==> src/rtl/icap_reg_reader_if.sv <==
// Request/response and ICAPE2 pin bundle for icap_reg_reader.
// slave = the reader; master = the parent that issues requests and owns the ICAPE2 primitive.
interface icap_reg_reader_if;
  logic        req_valid;
  logic        req_ready;
  logic [4:0]  req_addr;
  logic        rsp_valid;
  logic [31:0] rsp_data;
  logic        boot_done;
  logic [31:0] icap_i;
  logic        icap_csib;
  logic        icap_rdwrb;
  logic [31:0] icap_o;

  modport slave (
    input  req_valid, req_addr, icap_o,
    output req_ready, rsp_valid, rsp_data, boot_done, icap_i, icap_csib, icap_rdwrb
  );

  modport master (
    output req_valid, req_addr, icap_o,
    input  req_ready, rsp_valid, rsp_data, boot_done, icap_i, icap_csib, icap_rdwrb
  );
endinterface

==> src/rtl/icap_reg_reader.sv <==
// Reads one type-1 configuration register through ICAPE2: sync, read header, read window, desync.
// Macro ICAP_REG_READER_BITSWAP_EN: reverse bits within each byte on icap_i/icap_o (direct ICAPE2 hookup).
module icap_reg_reader #(
  parameter int unsigned BOOT_CYCLES  = 8388607,
  parameter int unsigned READ_LATENCY = 3
) (
  input  logic             clk,
  input  logic             rst_n,
  icap_reg_reader_if.slave bus
);
  // BOOT_CYCLES == 0 is treated as 1 so the boot counter never wraps
  localparam int unsigned BOOT_LAST = (BOOT_CYCLES == 0) ? 0 : BOOT_CYCLES - 1;
  localparam int unsigned CW_B      = $clog2(BOOT_LAST + 1);
  localparam int unsigned CW        = (CW_B < 4) ? 4 : CW_B;

  localparam logic [31:0] W_DUMMY  = 32'hFFFF_FFFF;
  localparam logic [31:0] W_SYNC   = 32'hAA99_5566;
  localparam logic [31:0] W_NOOP   = 32'h2000_0000;
  localparam logic [31:0] W_HDR    = 32'h2800_0001;
  localparam logic [31:0] W_CMD_WR = 32'h3000_8001;
  localparam logic [31:0] W_DESYNC = 32'h0000_000D;

  typedef enum logic [2:0] {BOOT, IDLE, SYNC, HEADER, PIPE, TURN, READ, DESYNC} state_t;

  function automatic logic [31:0] wire_fmt(input logic [31:0] w);
`ifdef ICAP_REG_READER_BITSWAP_EN
    logic [31:0] r;
    r = '0;
    for (int b = 0; b < 4; b++)
      for (int g = 0; g < 8; g++)
        r[b*8+g] = w[b*8+7-g];
    return r;
`else
    return w;
`endif
  endfunction

  state_t        state, state_n;
  logic [CW-1:0] cnt, cnt_n;
  logic [4:0]    addr_q, addr_n;
  logic [31:0]   cap_q, cap_n, rsp_data_n, word, icap_i_n;
  logic          boot_done_n, req_ready_n, rsp_valid_n, csib_n, rdwrb_n;

  always_comb begin
    state_n     = state;
    cnt_n       = cnt;
    addr_n      = addr_q;
    cap_n       = cap_q;
    rsp_data_n  = bus.rsp_data;
    boot_done_n = bus.boot_done;
    rsp_valid_n = 1'b0;
    case (state)
      BOOT:
        if (cnt == CW'(BOOT_LAST)) begin
          state_n = IDLE; cnt_n = '0; boot_done_n = 1'b1;
        end else cnt_n = cnt + CW'(1);
      IDLE:
        if (bus.req_valid) begin
          state_n = SYNC; cnt_n = '0; addr_n = bus.req_addr;
        end
      SYNC:
        if (cnt == CW'(3)) begin state_n = HEADER; cnt_n = '0; end
        else cnt_n = cnt + CW'(1);
      HEADER: begin state_n = PIPE; cnt_n = '0; end
      PIPE:
        if (cnt == CW'(3)) begin state_n = TURN; cnt_n = '0; end
        else cnt_n = cnt + CW'(1);
      TURN:
        if (cnt == CW'(1)) begin state_n = READ; cnt_n = CW'(1); end
        else cnt_n = cnt + CW'(1);
      READ: begin
        if (cnt == CW'(READ_LATENCY)) cap_n = wire_fmt(bus.icap_o);
        // rsp_data only moves together with the rsp_valid pulse
        if (cnt == CW'(8)) begin
          state_n = DESYNC; cnt_n = '0; rsp_valid_n = 1'b1; rsp_data_n = cap_q;
        end else cnt_n = cnt + CW'(1);
      end
      DESYNC:
        if (cnt == CW'(8)) begin state_n = IDLE; cnt_n = '0; end
        else cnt_n = cnt + CW'(1);
      default: begin state_n = BOOT; cnt_n = '0; end
    endcase

    // Outputs are decoded from the next state so they register in step with it
    csib_n      = 1'b1;
    rdwrb_n     = 1'b1;
    word        = W_DUMMY;
    req_ready_n = 1'b0;
    case (state_n)
      IDLE: req_ready_n = 1'b1;
      SYNC: begin
        csib_n = 1'b0; rdwrb_n = 1'b0;
        if (cnt_n == CW'(0))      word = W_DUMMY;
        else if (cnt_n == CW'(1)) word = W_SYNC;
        else                      word = W_NOOP;
      end
      HEADER: begin
        csib_n = 1'b0; rdwrb_n = 1'b0;
        word = W_HDR | (32'(addr_n) << 13);
      end
      PIPE: begin csib_n = 1'b0; rdwrb_n = 1'b0; word = W_NOOP; end
      TURN: rdwrb_n = (cnt_n != CW'(0));
      READ: csib_n = 1'b0;
      DESYNC:
        if (cnt_n == CW'(1)) rdwrb_n = 1'b0;
        else if (cnt_n >= CW'(2) && cnt_n <= CW'(6)) begin
          csib_n = 1'b0; rdwrb_n = 1'b0;
          if (cnt_n == CW'(3))      word = W_CMD_WR;
          else if (cnt_n == CW'(4)) word = W_DESYNC;
          else                      word = W_NOOP;
        end
      default: ;
    endcase
    icap_i_n = wire_fmt(word);
  end

  always_ff @(posedge clk or negedge rst_n) begin
    if (!rst_n) begin
      state          <= BOOT;
      cnt            <= '0;
      addr_q         <= '0;
      cap_q          <= '0;
      bus.boot_done  <= 1'b0;
      bus.req_ready  <= 1'b0;
      bus.rsp_valid  <= 1'b0;
      bus.rsp_data   <= '0;
      bus.icap_csib  <= 1'b1;
      bus.icap_rdwrb <= 1'b1;
      bus.icap_i     <= 32'hFFFF_FFFF;
    end else begin
      state          <= state_n;
      cnt            <= cnt_n;
      addr_q         <= addr_n;
      cap_q          <= cap_n;
      bus.boot_done  <= boot_done_n;
      bus.req_ready  <= req_ready_n;
      bus.rsp_valid  <= rsp_valid_n;
      bus.rsp_data   <= rsp_data_n;
      bus.icap_csib  <= csib_n;
      bus.icap_rdwrb <= rdwrb_n;
      bus.icap_i     <= icap_i_n;
    end
  end
endmodule

==> src/flat_wrapper.sv <==
// flat-port wrapper written by rule: the top's interface ports become plain ports
module icap_reg_reader_flat 
#(
  parameter int unsigned BOOT_CYCLES  = 8388607,
  parameter int unsigned READ_LATENCY = 3
)
  (clk, rst_n, bus_req_valid, bus_req_addr, bus_icap_o, bus_req_ready, bus_rsp_valid, bus_rsp_data, bus_boot_done, bus_icap_i, bus_icap_csib, bus_icap_rdwrb);
  icap_reg_reader_if bus_i ();
  input  logic clk;
  input  logic rst_n;
  input wire logic [$bits(bus_i.req_valid)-1:0] bus_req_valid;
  input wire logic [$bits(bus_i.req_addr)-1:0] bus_req_addr;
  input wire logic [$bits(bus_i.icap_o)-1:0] bus_icap_o;
  output wire logic [$bits(bus_i.req_ready)-1:0] bus_req_ready;
  output wire logic [$bits(bus_i.rsp_valid)-1:0] bus_rsp_valid;
  output wire logic [$bits(bus_i.rsp_data)-1:0] bus_rsp_data;
  output wire logic [$bits(bus_i.boot_done)-1:0] bus_boot_done;
  output wire logic [$bits(bus_i.icap_i)-1:0] bus_icap_i;
  output wire logic [$bits(bus_i.icap_csib)-1:0] bus_icap_csib;
  output wire logic [$bits(bus_i.icap_rdwrb)-1:0] bus_icap_rdwrb;
  assign bus_i.req_valid = bus_req_valid;
  assign bus_i.req_addr = bus_req_addr;
  assign bus_i.icap_o = bus_icap_o;
  assign bus_req_ready = bus_i.req_ready;
  assign bus_rsp_valid = bus_i.rsp_valid;
  assign bus_rsp_data = bus_i.rsp_data;
  assign bus_boot_done = bus_i.boot_done;
  assign bus_icap_i = bus_i.icap_i;
  assign bus_icap_csib = bus_i.icap_csib;
  assign bus_icap_rdwrb = bus_i.icap_rdwrb;
  icap_reg_reader #(.BOOT_CYCLES(BOOT_CYCLES), .READ_LATENCY(READ_LATENCY)) u_core (.clk(clk), .rst_n(rst_n), .bus(bus_i));
endmodule
==> config.mk <==
export PLATFORM = sky130hd
export DESIGN_NAME = icap_reg_reader_flat
export DESIGN_NICKNAME = d
export VERILOG_FILES = /design/src/rtl/icap_reg_reader_if.sv /design/src/rtl/icap_reg_reader.sv /design/src/flat_wrapper.sv
export SDC_FILE = /design/constraint.sdc
export NUM_CORES = 1
export LEC_CHECK = 0
export CAP_MARGIN = 20
export CORE_AREA = 2 2 99 101
export CTS_CLUSTER_SIZE = 40
export DETAILED_ROUTE_END_ITERATION = 7
export DIE_AREA = 0 0 101 103
export DONT_BUFFER_PORTS = 1
export GPL_ROUTABILITY_DRIVEN = 0
export PLACE_DENSITY = 0.79
export SYNTH_ARGS = -nofsm -noshare
export SYNTH_HDL_FRONTEND = slang
export SYNTH_SLANG_ARGS = --single-unit
==> constraint.sdc <==
create_clock -name clk -period 4.2 [get_ports clk]
set_input_delay 0.63 -clock clk [delete_from_list [all_inputs] [get_ports clk]]
set_output_delay 0.63 -clock clk [all_outputs]
set_load 0.01 [all_outputs]
* Word-level counts from Yosys, hierarchy flattened
Index checks and enable logic that the tools add are counted.
** Word-level totals
- Output and inout port bits :: 69
- Bits in registers :: 132
- Logic and storage cells :: 77
** Cells by class
- Mux-type cells :: 31
- Reductions and logical operators :: 11
- $lt $le $gt $ge :: 2
- Add/subtract/negate cells :: 1
- Equal/unequal tests :: 21
** Operators by type and width (count)
- 2-to-1 mux 32 bit :: 5
- one-hot mux 23 bit (6 select lines) :: 1
- one-hot mux 32 bit (4 select lines) :: 1
- 2-to-1 mux 23 bit :: 5
- == test 23 x 1 -> 1 bit (second input constant) :: 2
- == test 23 x 2 -> 1 bit (second input constant) :: 2
- 2-to-1 mux 30 bit :: 1
- == test 3 bit (second input constant) :: 8
- one-hot mux 3 bit (8 select lines) :: 1
- adder 23 x 1 -> 23 bit (second input constant) :: 1
- == test 23 bit (second input constant) :: 1
- == test 23 x 3 -> 1 bit (second input constant) :: 1
- == test 23 x 4 -> 1 bit (second input constant) :: 1
- greater-or-equal comparator 23 x 2 -> 1 bit (second input constant) :: 1
- less-or-equal comparator 23 x 3 -> 1 bit (second input constant) :: 1
- zero test 23 bit :: 1
- nonzero test 23 bit :: 1
- 2-to-1 mux 3 bit :: 7
- == test 3 x 2 -> 1 bit (second input constant) :: 4
- 2-to-1 mux 5 bit :: 2
- == test 3 x 1 -> 1 bit (second input constant) :: 2
- 2-to-1 mux 1 bit :: 6
- AND reduction 2 bit :: 3
- OR reduction 2 bit :: 2
- other kinds (6) :: 6

* Longest topological paths before layout
Gate-level depths: netlist of the first run.
- Depth in word-level cells :: 9
- Depth in mapped cells :: 12

* Least setup slack after synthesis of the first run
No wires, ideal clock.
- Path kind :: reg2reg
- Start point :: register u_core.cnt[1]
- End point :: register u_core.bus.icap_i[14]
- Setup slack :: 1.251 ns
- Period minus slack after synthesis :: 2.949 ns
- Arrival :: 2.864 ns
- Required time :: 4.116 ns
- Cell stages (with the launch flop) :: 13
- Cell sequence :: dfrtp_1 -> ha_1 -> buf_2 -> nand3_1 -> or4_1 -> clkbuf_1 -> o21ai_0 -> and4bb_1 -> a32o_1 -> o2111ai_1 -> a2111o_1 -> a21oi_2 -> nand2_1
** Between the ends
- Longest elaborated chain between the ends :: 8
- Elaborated cells between the ends (all ways) :: 34
- Classes of those cells :: add/sub: 1; order compare: 2; eq/ne: 10; mux: 19; reduce/logical: 2
** RTL lines
- start, declared :: RTL line icap_reg_reader.sv:39 : logic [CW-1:0] cnt, cnt_n;
- start signal, assigned :: RTL line icap_reg_reader.sv:132 : cnt <= cnt_n;
- adder 23 x 1 -> 23 bit, or another cell as far along
- 2-to-1 mux 23 bit (on tied branches)
- one-hot mux 23 bit (6 select lines) :: RTL line icap_reg_reader.sv:52 : case (state)
- greater-or-equal comparator 23 x 2 -> 1 bit, or another cell as far along :: RTL line icap_reg_reader.sv:106 : else if (cnt_n >= CW'(2) && cnt_n <= CW'(6)) begin
- logical AND 1 bit / 2-to-1 mux 32 bit (equally long branches) :: RTL line icap_reg_reader.sv:106, icap_reg_reader.sv:108
- 2-to-1 mux 32 bit :: RTL line icap_reg_reader.sv:106
- 2-to-1 mux 32 bit :: RTL line icap_reg_reader.sv:105 : if (cnt_n == CW'(1)) rdwrb_n = 1'b0;
- one-hot mux 32 bit (4 select lines) * :: RTL line icap_reg_reader.sv:89 : case (state_n)
- via u_core.icap_i_n[14] :: RTL line icap_reg_reader.sv:41 : logic [31:0] cap_q, cap_n, rsp_data_n, word, icap_i_n;
- end signal, assigned :: RTL line icap_reg_reader.sv:141 : bus.icap_i <= icap_i_n;
- end, declared :: RTL line icap_reg_reader_if.sv:17 : output req_ready, rsp_valid, rsp_data, boot_done, icap_i, icap_csib, icap_rdwrb
Mark *: on every way through the listed nets, which the timed path passes. The rest lies on a longest branch.
A chain may end at the register's enable or synchronous reset.

* Worst setup path in the final report of the first run
- Start point :: register u_core.cnt[1]
- End point :: register u_core.bus.icap_i[14]
** Between the ends
- Longest elaborated chain between the ends :: 8
- Elaborated cells between the ends (all ways) :: 34
- Classes of those cells :: add/sub: 1; order compare: 2; eq/ne: 10; mux: 19; reduce/logical: 2
** RTL lines (RTL line)
- adder 23 x 1 -> 23 bit, or another cell as far along
- 2-to-1 mux 23 bit (on tied branches)
- one-hot mux 23 bit (6 select lines) * :: icap_reg_reader.sv:52
- via u_core.cnt_n[2] :: icap_reg_reader.sv:39
- greater-or-equal comparator 23 x 2 -> 1 bit, or another cell as far along :: icap_reg_reader.sv:106
- logical AND 1 bit / 2-to-1 mux 32 bit (equally long branches) :: icap_reg_reader.sv:106, icap_reg_reader.sv:108
- 2-to-1 mux 32 bit :: icap_reg_reader.sv:106
- 2-to-1 mux 32 bit :: icap_reg_reader.sv:105
- one-hot mux 32 bit (4 select lines) * :: icap_reg_reader.sv:89
- via u_core.icap_i_n[14] :: icap_reg_reader.sv:41
Marks and branches as above.

==> impl_metrics.env, run 1 <==
export IMPL_cp_start_kind="flip-flop"
export IMPL_drv_slew=0
export IMPL_die_area_um2=10400
export IMPL_slew_headroom=0.462
export IMPL_diodes=0
export IMPL_synthArstFlopShare=1.00
export IMPL_fmax_mhz=257
export IMPL_ys_seq_area_frac=0.491
export IMPL_power_mw=5.44
export IMPL_place_area_um2=5690
export IMPL_ios=109
export IMPL_outcome="completed"
export IMPL_synth_ff_type="dfrtp_1"
export IMPL_synth_edff_count=0
export IMPL_numCtsBuffers=17
export IMPL_yosys_warnings=0
export IMPL_whs_ns=0.0510
export IMPL_synth_top_cell_area_share=0.423
export IMPL_fp_row_count=36
export IMPL_rsz0062_at_grt="no"
export IMPL_drt_wirelength_per_cell_um=18.8
export IMPL_rrSetupSlack_ns=0.32
export IMPL_drive_gt1_frac=0.188
export IMPL_dp_slack_ns=0.341
export IMPL_drc=0
export IMPL_die_h_um=103
export IMPL_syn_inst=612
export IMPL_core_area_um2=9460
export IMPL_finish_instance_area_um2=6300
export IMPL_grt_ovfl_total=0
export IMPL_grt_max_degree=114
export IMPL_cp_end_kind="flip-flop"
export IMPL_skew_ns=0.00965
export IMPL_clockBufferDepth=2
export IMPL_initial_core_util=0.613
export IMPL_stdcell_count=709
export IMPL_grtUsageTotal=0.261
export IMPL_synthToLayoutAreaGrowth_pct=8.72
export IMPL_setup_viol=0
export IMPL_num_vias=4595
export IMPL_wirelength_um=13400
export IMPL_antenna_found_initial=0
export IMPL_cap_violations=0
export IMPL_cp_required_ns=4.63
export IMPL_post_route_min_period_ns=3.88
export IMPL_cts_root_buffer="clkbuf_8"
export IMPL_hp_class="input port to asynchronous set/reset pin"
export IMPL_first_pass_iters=5
export IMPL_die_w_um=101
export IMPL_fillers=720
export IMPL_synthesis_area_um2=5790
export IMPL_cts_tree="done"
export IMPL_critPathKind="flip-flop to flip-flop"
export IMPL_clock_sinks=113
export IMPL_post_route_period_util=0.925
export IMPL_detail_route_antenna_nets=0
export IMPL_max_vdd_ir_drop_mv=0.379
export IMPL_insertion_delay_ns=0.51
export IMPL_tns_ns=0
export IMPL_hold_violations=0
export IMPL_cts_setup_buffers=0
export IMPL_fin_nets=626
export IMPL_syn_num_nets=656
export IMPL_yosysTopAreaCell="dfrtp_1"
export IMPL_cts_htree_levels=4
export IMPL_layout_setup_ws_ns=0.315
export IMPL_p_leak_nw=2.75
export IMPL_syn_mean_instance_area_um2=9.47
export IMPL_ys_types=65
export IMPL_port_buffers=0
export IMPL_post_route_util=0.666
export IMPL_netlist_top_cells_area="dfrtp_1, nand2_1, mux2_2"
export IMPL_avgViaCountPerCell=6.48
export IMPL_dp_hpwl_um=8830
export IMPL_ys_ff_latch=113
export IMPL_first_global_vias=4237
export IMPL_powerDensity_nw_per_um2=863
export IMPL_cp_data_arrival_time_ns=4.31
export IMPL_cp_max_fo=19
export IMPL_dp_cells=676
export IMPL_grt_pass1_wl_um=20900
export IMPL_drtIter0Drc=515
export IMPL_cts_clk_slew_worst_paths_ns=0.06
export IMPL_worst_pin_slew_ns=0.801
[final timing paths]
check	startpoint	cells after the start	end
max	u_core.cnt[1]	10	u_core.bus.icap_i[14]
min	rst_n	1	u_core.addr_q[4]
max reg2reg	u_core.cnt[1]	10	u_core.bus.icap_i[14]
min reg2reg	u_core.cap_q[25]	2	u_core.bus.rsp_data[25]
max in group asynchronous	rst_n	1	u_core.bus.icap_i[15]
min in group clk	bus_icap_o[16]	1	u_core.cap_q[16]
[critical path, stage by stage (launching register included)]
cell and delay, ns:
dfrtp_1 0.52, ha_1 0.41, nor2b_1 0.40, a2bb2oi_1 0.14
a2111oi_0 0.64, or3_4 0.38, o221ai_1 0.27, and4_1 0.25
a2111o_1 0.45, a21oi_2 0.23, nand2_1 0.10
[power breakdown]
group / internal [mW] / leakage (nW) / total, mW / switching (mW)
Clock: 0.852 / 0.278 / 1.37 / 0.523
Combinational: 0.778 / 1.08 / 1.91 / 1.13
Sequential: 1.59 / 1.39 / 2.15 / 0.562
[sequential cells by signal, summed over array words and instances, names as in the netlist]
name / count
u_core.state: 3
u_core.cap_q: 32
u_core.bus.icap_csib: 1
u_core.cnt: 23
u_core.addr_q: 5
u_core.bus.rsp_data: 32
u_core.bus.req_ready: 1
u_core.bus.boot_done: 1
u_core.bus.rsp_valid: 1
u_core.bus.icap_rdwrb: 1
u_core.bus.icap_i: 13
[placed cells by master, fill, tap and decap left out, types with 3 or more instances in the layout]
master / Yosys / layout
nand2_1: 141 / 141
dfrtp_1: 98 / 98
mux2_2: 37 / 37
o21ai_0: 30 / 30
nor2_1: 28 / 28
nand3_1: 19 / 19
clkbuf_16: 0 / 16
nand4_1: 15 / 15
dfstp_2: 15 / 15
nor3_1: 13 / 13
o31ai_1: 13 / 13
inv_1: 12 / 12
a21oi_1: 12 / 12
nor4_1: 10 / 10
a31oi_1: 9 / 9
buf_4: 19 / 8
and3_1: 7 / 7
and4_1: 7 / 7
nor2b_1: 6 / 6
nand2b_1: 5 / 5
clkinv_4: 0 / 5
or3_1: 5 / 4
or4_1: 4 / 4
xor2_1: 4 / 4
a31o_2: 4 / 4
ha_1: 4 / 4
nor3b_1: 3 / 3
a41oi_1: 3 / 3
o31a_1: 3 / 3
a21oi_2: 3 / 3
[kinds of logic after synthesis]
| logic type | after synthesis | share of synthesized area |
|---|---|---|
| compound gates | 103 | 0.124 |
| flops | 113 | 0.491 |
| mux | 38 | 0.0736 |
| xor+xnor | 5 | 0.00756 |
| simple gates | 279 | 0.234 |
| fa+ha+maj | 4 | 0.00864 |
| buf+inv | 70 | 0.0615 |
[cell usage after synthesis (all sizes together) (2+ instances only)]
cell	number
a21oi	15
a31oi	9
a2111o	2
nor4	11
clkbuf	23
xor2	4
nor4b	2
nand2b	5
or2	2
nand2	141
and4	7
or4	6
nand4	16
and2	3
nand3	19
o211ai	2
buf	35
mux2	37
nor3	14
nor3b	3
and3	7
nor2	29
a41oi	3
o21ai	32
a2111oi	2
a32o	2
dfstp	15
a41o	2
nor2b	6
a31o	4
o31ai	13
a211oi	2
o31a	3
o21a	2
dfrtp	98
inv	12
or3	5
ha	4
[layout make-up]
type,instances,area (µm²),share of cell area
Tap cell,114,143,0.0226
Multi-Input combinational cell,429,2600,0.413
Clock buffer,18,418,0.0663
Sequential cell,113,2850,0.452
Timing Repair Buffer,9,87.6,0.0139
Inverter,12,45.0,0.00715
Clock inverter,14,158,0.0250
[metal layers]
metal,vias up,share of wire,global-route usage
met5,-,0,0
li1,2100,-,-
met3,46,0.089,0.0800
met1,2192,0.40,0.319
met4,0,0.025,0.112
met2,257,0.49,0.430
[what timing repair did]
action | in CTS | in global routing
hold buffers | 1 | 0
endpoints found under the setup margin | 0 | 13
gates resized for setup | 0 | 1
hold endpoints to repair | 113 | 0
No activity file was read; power rests on OpenSTA's default activity.
==> run 2, diff against run 1 <==
REMOVE_ABC_BUFFERS = 1   (was not set)
==> run 2 against run 1 <==
Against the previous run: non-clock buffer count unchanged; worst hold slack worse by 0.012 ns; wire length about the same; via count down 2.2%.
==> impl_metrics.env, run 2 (synthesis results as in run 1) <==
export IMPL_outcome="completed"
export IMPL_die_h_um=103
export IMPL_fmax_mhz=257
export IMPL_place_area_um2=5690
export IMPL_p_leak_nw=2.76
export IMPL_critPathKind="flip-flop to flip-flop"
export IMPL_hold_violations=0
export IMPL_cts_tree="done"
export IMPL_cts_root_buffer="clkbuf_8"
export IMPL_finish_instance_area_um2=6300
export IMPL_r2r_start="u_core.cnt[1]"
export IMPL_drtIter0Drc=362
export IMPL_wirelength_um=13400
export IMPL_first_pass_iters=5
export IMPL_cp_end_kind="flip-flop"
export IMPL_dp_hpwl_um=9110
export IMPL_grt_max_degree=114
export IMPL_rsz0062_at_grt="no"
export IMPL_cp_start_kind="flip-flop"
export IMPL_post_route_min_period_ns=3.89
export IMPL_die_area_um2=10400
export IMPL_worst_pin_slew_ns=0.806
export IMPL_drc=0
export IMPL_core_area_um2=9460
export IMPL_final_common_cell="nand2_1"
export IMPL_antenna_found_initial=0
export IMPL_post_route_period_util=0.925
export IMPL_setup_viol=0
export IMPL_num_vias=4495
export IMPL_drt_wirelength_per_cell_um=18.8
export IMPL_cap_violations=0
export IMPL_cp_max_fo=19
export IMPL_reg2regPathDepth=10
export IMPL_grtUsageTotal=0.271
export IMPL_tns_ns=0
export IMPL_detail_route_antenna_nets=0
export IMPL_post_route_util=0.667
export IMPL_drive_gt1_frac=0.188
export IMPL_hp_class="input port to asynchronous set/reset pin"
export IMPL_insertion_delay_ns=0.53
export IMPL_numCtsBuffers=17
export IMPL_dp_cells=676
export IMPL_rrSetupSlack_ns=0.31
export IMPL_final_cell_mix="nand2_1, dfrtp_1, mux2_2, o21ai_0, nor2_1"
export IMPL_die_w_um=101
export IMPL_cp_startpoint="u_core.cnt[1]"
export IMPL_grt_ovfl_total=0
export IMPL_clock_sinks=113
export IMPL_cts_htree_levels=4
export IMPL_cp_required_ns=4.65
export IMPL_cts_clk_slew_worst_paths_ns=0.06
export IMPL_stdcell_count=709
export IMPL_first_global_vias=4419
export IMPL_powerDensity_nw_per_um2=861
export IMPL_fp_row_count=36
export IMPL_port_buffers=0
export IMPL_clockBufferDepth=2
export IMPL_avgViaCountPerCell=6.34
export IMPL_cp_data_arrival_time_ns=4.33
export IMPL_fin_nets=626
export IMPL_initial_core_util=0.613
export IMPL_max_vdd_ir_drop_mv=0.363
export IMPL_skew_ns=0.0106
export IMPL_slew_headroom=0.462
export IMPL_ctsResizeCount=0
export IMPL_ios=109
export IMPL_synthToLayoutAreaGrowth_pct=8.81
export IMPL_reg_largest_list="u_core.bus.rsp_data (32), u_core.cap_q (32), u_core.cnt (23)"
export IMPL_drv_slew=0
export IMPL_fillers=712
export IMPL_diodes=0
export IMPL_grt_pass1_wl_um=21800
export IMPL_reg2reg_to="u_core.bus.icap_i[16]"
export IMPL_power_mw=5.43
## run 2: routing by layer
layer | vias to the layer above | wire, µm | GRT usage
li1 | 2096 | - | -
met1 | 2185 | 5420 | 0.335
met2 | 192 | 6660 | 0.444
met3 | 22 | 1060 | 0.0963
met4 | 0 | 216 | 0.0977
met5 | - | 0 | 0
## run 2: per-stage QoR
stage | hold slack, ns | setup slack, ns
2_1_floorplan | 0.334 | 0.687
3_3_place_gp | 0.339 | 0.661
3_5_place_dp | 0.338 | 0.421
4_1_cts | 0.0598 | 0.406
5_1_grt | 0.0678 | 0.0328
6_report | 0.0390 | 0.315
## run 2: power by group
group / internal (mW) / switching [mW] / total (mW)
Sequential: 1.59 / 0.579 / 2.17
Combinational: 0.768 / 1.10 / 1.87
Clock: 0.865 / 0.526 / 1.39
Total: 3.22 / 2.20 / 5.43
## run 2: cell type report
type                            instances  area, µm²  share of cell area
Inverter                               12       45.0             0.00714
Timing Repair Buffer                    9       87.6              0.0139
Sequential cell                       113       2850               0.451
Tap cell                              114        143              0.0226
Multi-Input combinational cell        429       2600               0.412
Clock inverter                         14        158              0.0250
Clock buffer                           18        428              0.0679
## run 2: critical path, cell delays in order, from the launching register on
cell       delay [ns]
dfrtp_1          0.53
ha_1             0.39
nor2b_1          0.36
a2bb2oi_1        0.12
a2111oi_0        0.44
or3_1            0.56
o221ai_1         0.35
and4_1           0.27
a2111o_1         0.46
a21oi_2          0.23
nand2_1          0.09
## run 2: how the worst max path moves through the flow
stage                             to  cells after the start
6_report       u_core.bus.icap_i[16]                     10
2_1_floorplan  u_core.bus.icap_rdwrb                      9
4_1_cts        u_core.bus.icap_i[14]                     10
3_3_place_gp   u_core.bus.icap_i[14]                     10
5_1_grt        u_core.bus.icap_i[14]                     10
3_5_place_dp   u_core.bus.icap_i[16]                     10
## run 2: timing repair
item	CTS	global route
setup buffers	0	0
hold buffers	1	0
hold endpoints to repair	113	0
endpoints found under the setup margin	0	0
==> run 3, diff against run 2 <==
CORE_AREA = 8 8 105 107   (was 2 2 99 101)
DIE_AREA = 0 0 113 115   (was 0 0 101 103)
TNS_END_PERCENT = 30   (was not set)
==> run 3 against run 2 <==
Against the previous run: critical path depth decreased by 1; worst hold slack improved by 0.021 ns; total power is 1.5% higher; combinational power rose by 5%; first-iteration DRC count is 55% higher; wire length is 6.9% higher; sequential share of layout area shrank 0.12 points; sequential cell count is the same; clock skew is 0.00094 ns higher; largest power group unchanged.
==> impl_metrics.env, run 3 (synthesis results as in run 1) <==
export IMPL_critPathKind="flip-flop to flip-flop"
export IMPL_wl_met2_um=6980
export IMPL_fin_nets=628
export IMPL_drive_gt1_frac=0.193
export IMPL_worst_pin_slew_ns=0.835
export IMPL_hold_violations=0
export IMPL_tns_ns=0
export IMPL_core_area_um2=9460
export IMPL_rsz0062_at_grt="no"
export IMPL_initial_core_util=0.613
export IMPL_cap_violations=0
export IMPL_detail_route_antenna_nets=0
export IMPL_multi_input_area_um2=2600
export IMPL_cp_required_ns=4.64
export IMPL_port_buffers=0
export IMPL_insertion_delay_ns=0.53
export IMPL_first_pass_iters=5
export IMPL_cts_root_buffer="clkbuf_8"
export IMPL_p_leak_nw=2.76
export IMPL_grt_ovfl_total=0
export IMPL_post_route_min_period_ns=3.82
export IMPL_wl_met1_um=5540
export IMPL_first_global_vias=4473
export IMPL_die_w_um=113
export IMPL_synthToLayoutAreaGrowth_pct=9.09
export IMPL_die_h_um=115
export IMPL_regArea_um2=2850
export IMPL_wirelength_um=14300
export IMPL_cp_end_kind="flip-flop"
export IMPL_final_common_cell="nand2_1"
export IMPL_clock_sinks=113
export IMPL_hp_class="input port to asynchronous set/reset pin"
export IMPL_fp_row_count=36
export IMPL_cp_max_fo=17
export IMPL_die_area_um2=13000
export IMPL_rrSetupSlack_ns=0.38
export IMPL_r2r_start="u_core.cnt[7]"
export IMPL_fillers=679
export IMPL_met3_wirelength_um=1320
export IMPL_antenna_found_initial=0
export IMPL_drv_slew=0
export IMPL_highest_layer="met4"
export IMPL_ios=109
export IMPL_grtUsageTotal=0.226
export IMPL_dp_hpwl_um=9690
export IMPL_final_cell_mix="nand2_1, dfrtp_1, mux2_2, o21ai_0, nor2_1"
export IMPL_cts_tree="done"
export IMPL_post_route_period_util=0.911
export IMPL_grt_max_degree=114
export IMPL_fmax_mhz=261
export IMPL_cp_data_arrival_time_ns=4.27
export IMPL_grt_pass1_wl_um=23100
export IMPL_powerDensity_nw_per_um2=872
export IMPL_reg_largest_list="u_core.bus.rsp_data (32), u_core.cap_q (32), u_core.cnt (23)"
export IMPL_drt_wirelength_per_cell_um=20.1
export IMPL_drc=0
export IMPL_setup_viol=0
export IMPL_skew_ns=0.0115
export IMPL_diodes=0
export IMPL_num_vias=4683
export IMPL_max_vdd_ir_drop_mv=0.374
export IMPL_drtIter0Drc=560
export IMPL_slew_headroom=0.439
export IMPL_outcome="completed"
export IMPL_dp_slack_ns=0.498
export IMPL_cp_start_kind="flip-flop"
export IMPL_layout_setup_ws_ns=0.375
export IMPL_cp_startpoint="u_core.cnt[7]"
export IMPL_numCtsBuffers=17
export IMPL_cts_clk_slew_worst_paths_ns=0.06
export IMPL_clockBufferDepth=2
export IMPL_cts_setup_buffers=0
export IMPL_cts_htree_levels=4
export IMPL_avgViaCountPerCell=6.59
run 3: cell count changes in the layout (fill, tap and decap cells not counted):
| cell | before | now |
|---|---|---|
| clkinv_2 | 1 | 2 |
| or3_4 | 0 | 1 |
| buf_4 | 8 | 9 |
| clkbuf_4 | 0 | 1 |
| clkinv_4 | 6 | 3 |
| or3_1 | 5 | 4 |
| inv_6 | 2 | 4 |
run 3: timing repair:
item	CTS	global route
hold buffers	1	0
resized for setup	0	1
endpoints found under the hold margin	113	0
setup endpoints to repair	0	2
run 3: final timing paths:
path                                           end  depth (start not counted)
setup / recovery             u_core.bus.icap_i[14]                          9
hold / removal                u_core.bus.req_ready                          1
setup reg to reg             u_core.bus.icap_i[14]                          9
hold reg to reg            u_core.bus.rsp_data[15]                          2
max in group asynchronous  u_core.bus.rsp_data[17]                          1
min in group clk                  u_core.cap_q[31]                          1
run 3: cell type report:
| cell class | count | area share |
|---|---|---|
| multi-input combinational | 429 | 0.412 |
| clock buffer | 18 | 0.0677 |
| timing repair buffer | 11 | 0.0162 |
| clock inverter | 14 | 0.0243 |
| sequential | 113 | 0.450 |
| inverter | 12 | 0.00713 |
| tap | 114 | 0.0226 |
run 3: critical path: stages (launching register included):
cell and delay, ns:
dfrtp_1 0.49, nor4_1 0.62, nand3_1 0.28, a2111oi_0 0.65, or3_4 0.38, o21ai_0 0.24, and4_1 0.29, a2111o_1 0.46
a21oi_2 0.24, nand2_1 0.09
run 3: routing by layer:
metal | up-vias | GRT usage
met1 | 2238 | 0.272
met5 | - | 0
met4 | 0 | 0.103
met2 | 289 | 0.365
li1 | 2107 | -
met3 | 49 | 0.0704
run 3: stage by stage:
stage               std cells  power [mW]  instance area [µm²]  hold slack (ns)   util
floorplan                 554        3.46                 5480            0.334      -
global placement          677        3.91                 5700            0.339  0.603
detailed placement        677        4.01                 5700            0.338  0.603
CTS                       710        5.47                 6310           0.0696  0.667
global route              711        5.84                 6320           0.0774  0.668
finish                    711        5.51                 6320           0.0599  0.668
run 3: report_power, final:
part	switching, mW	total [mW]	internal, mW
combinational	1.19	1.97	0.782
sequential	0.555	2.15	1.59
clock	0.524	1.39	0.865
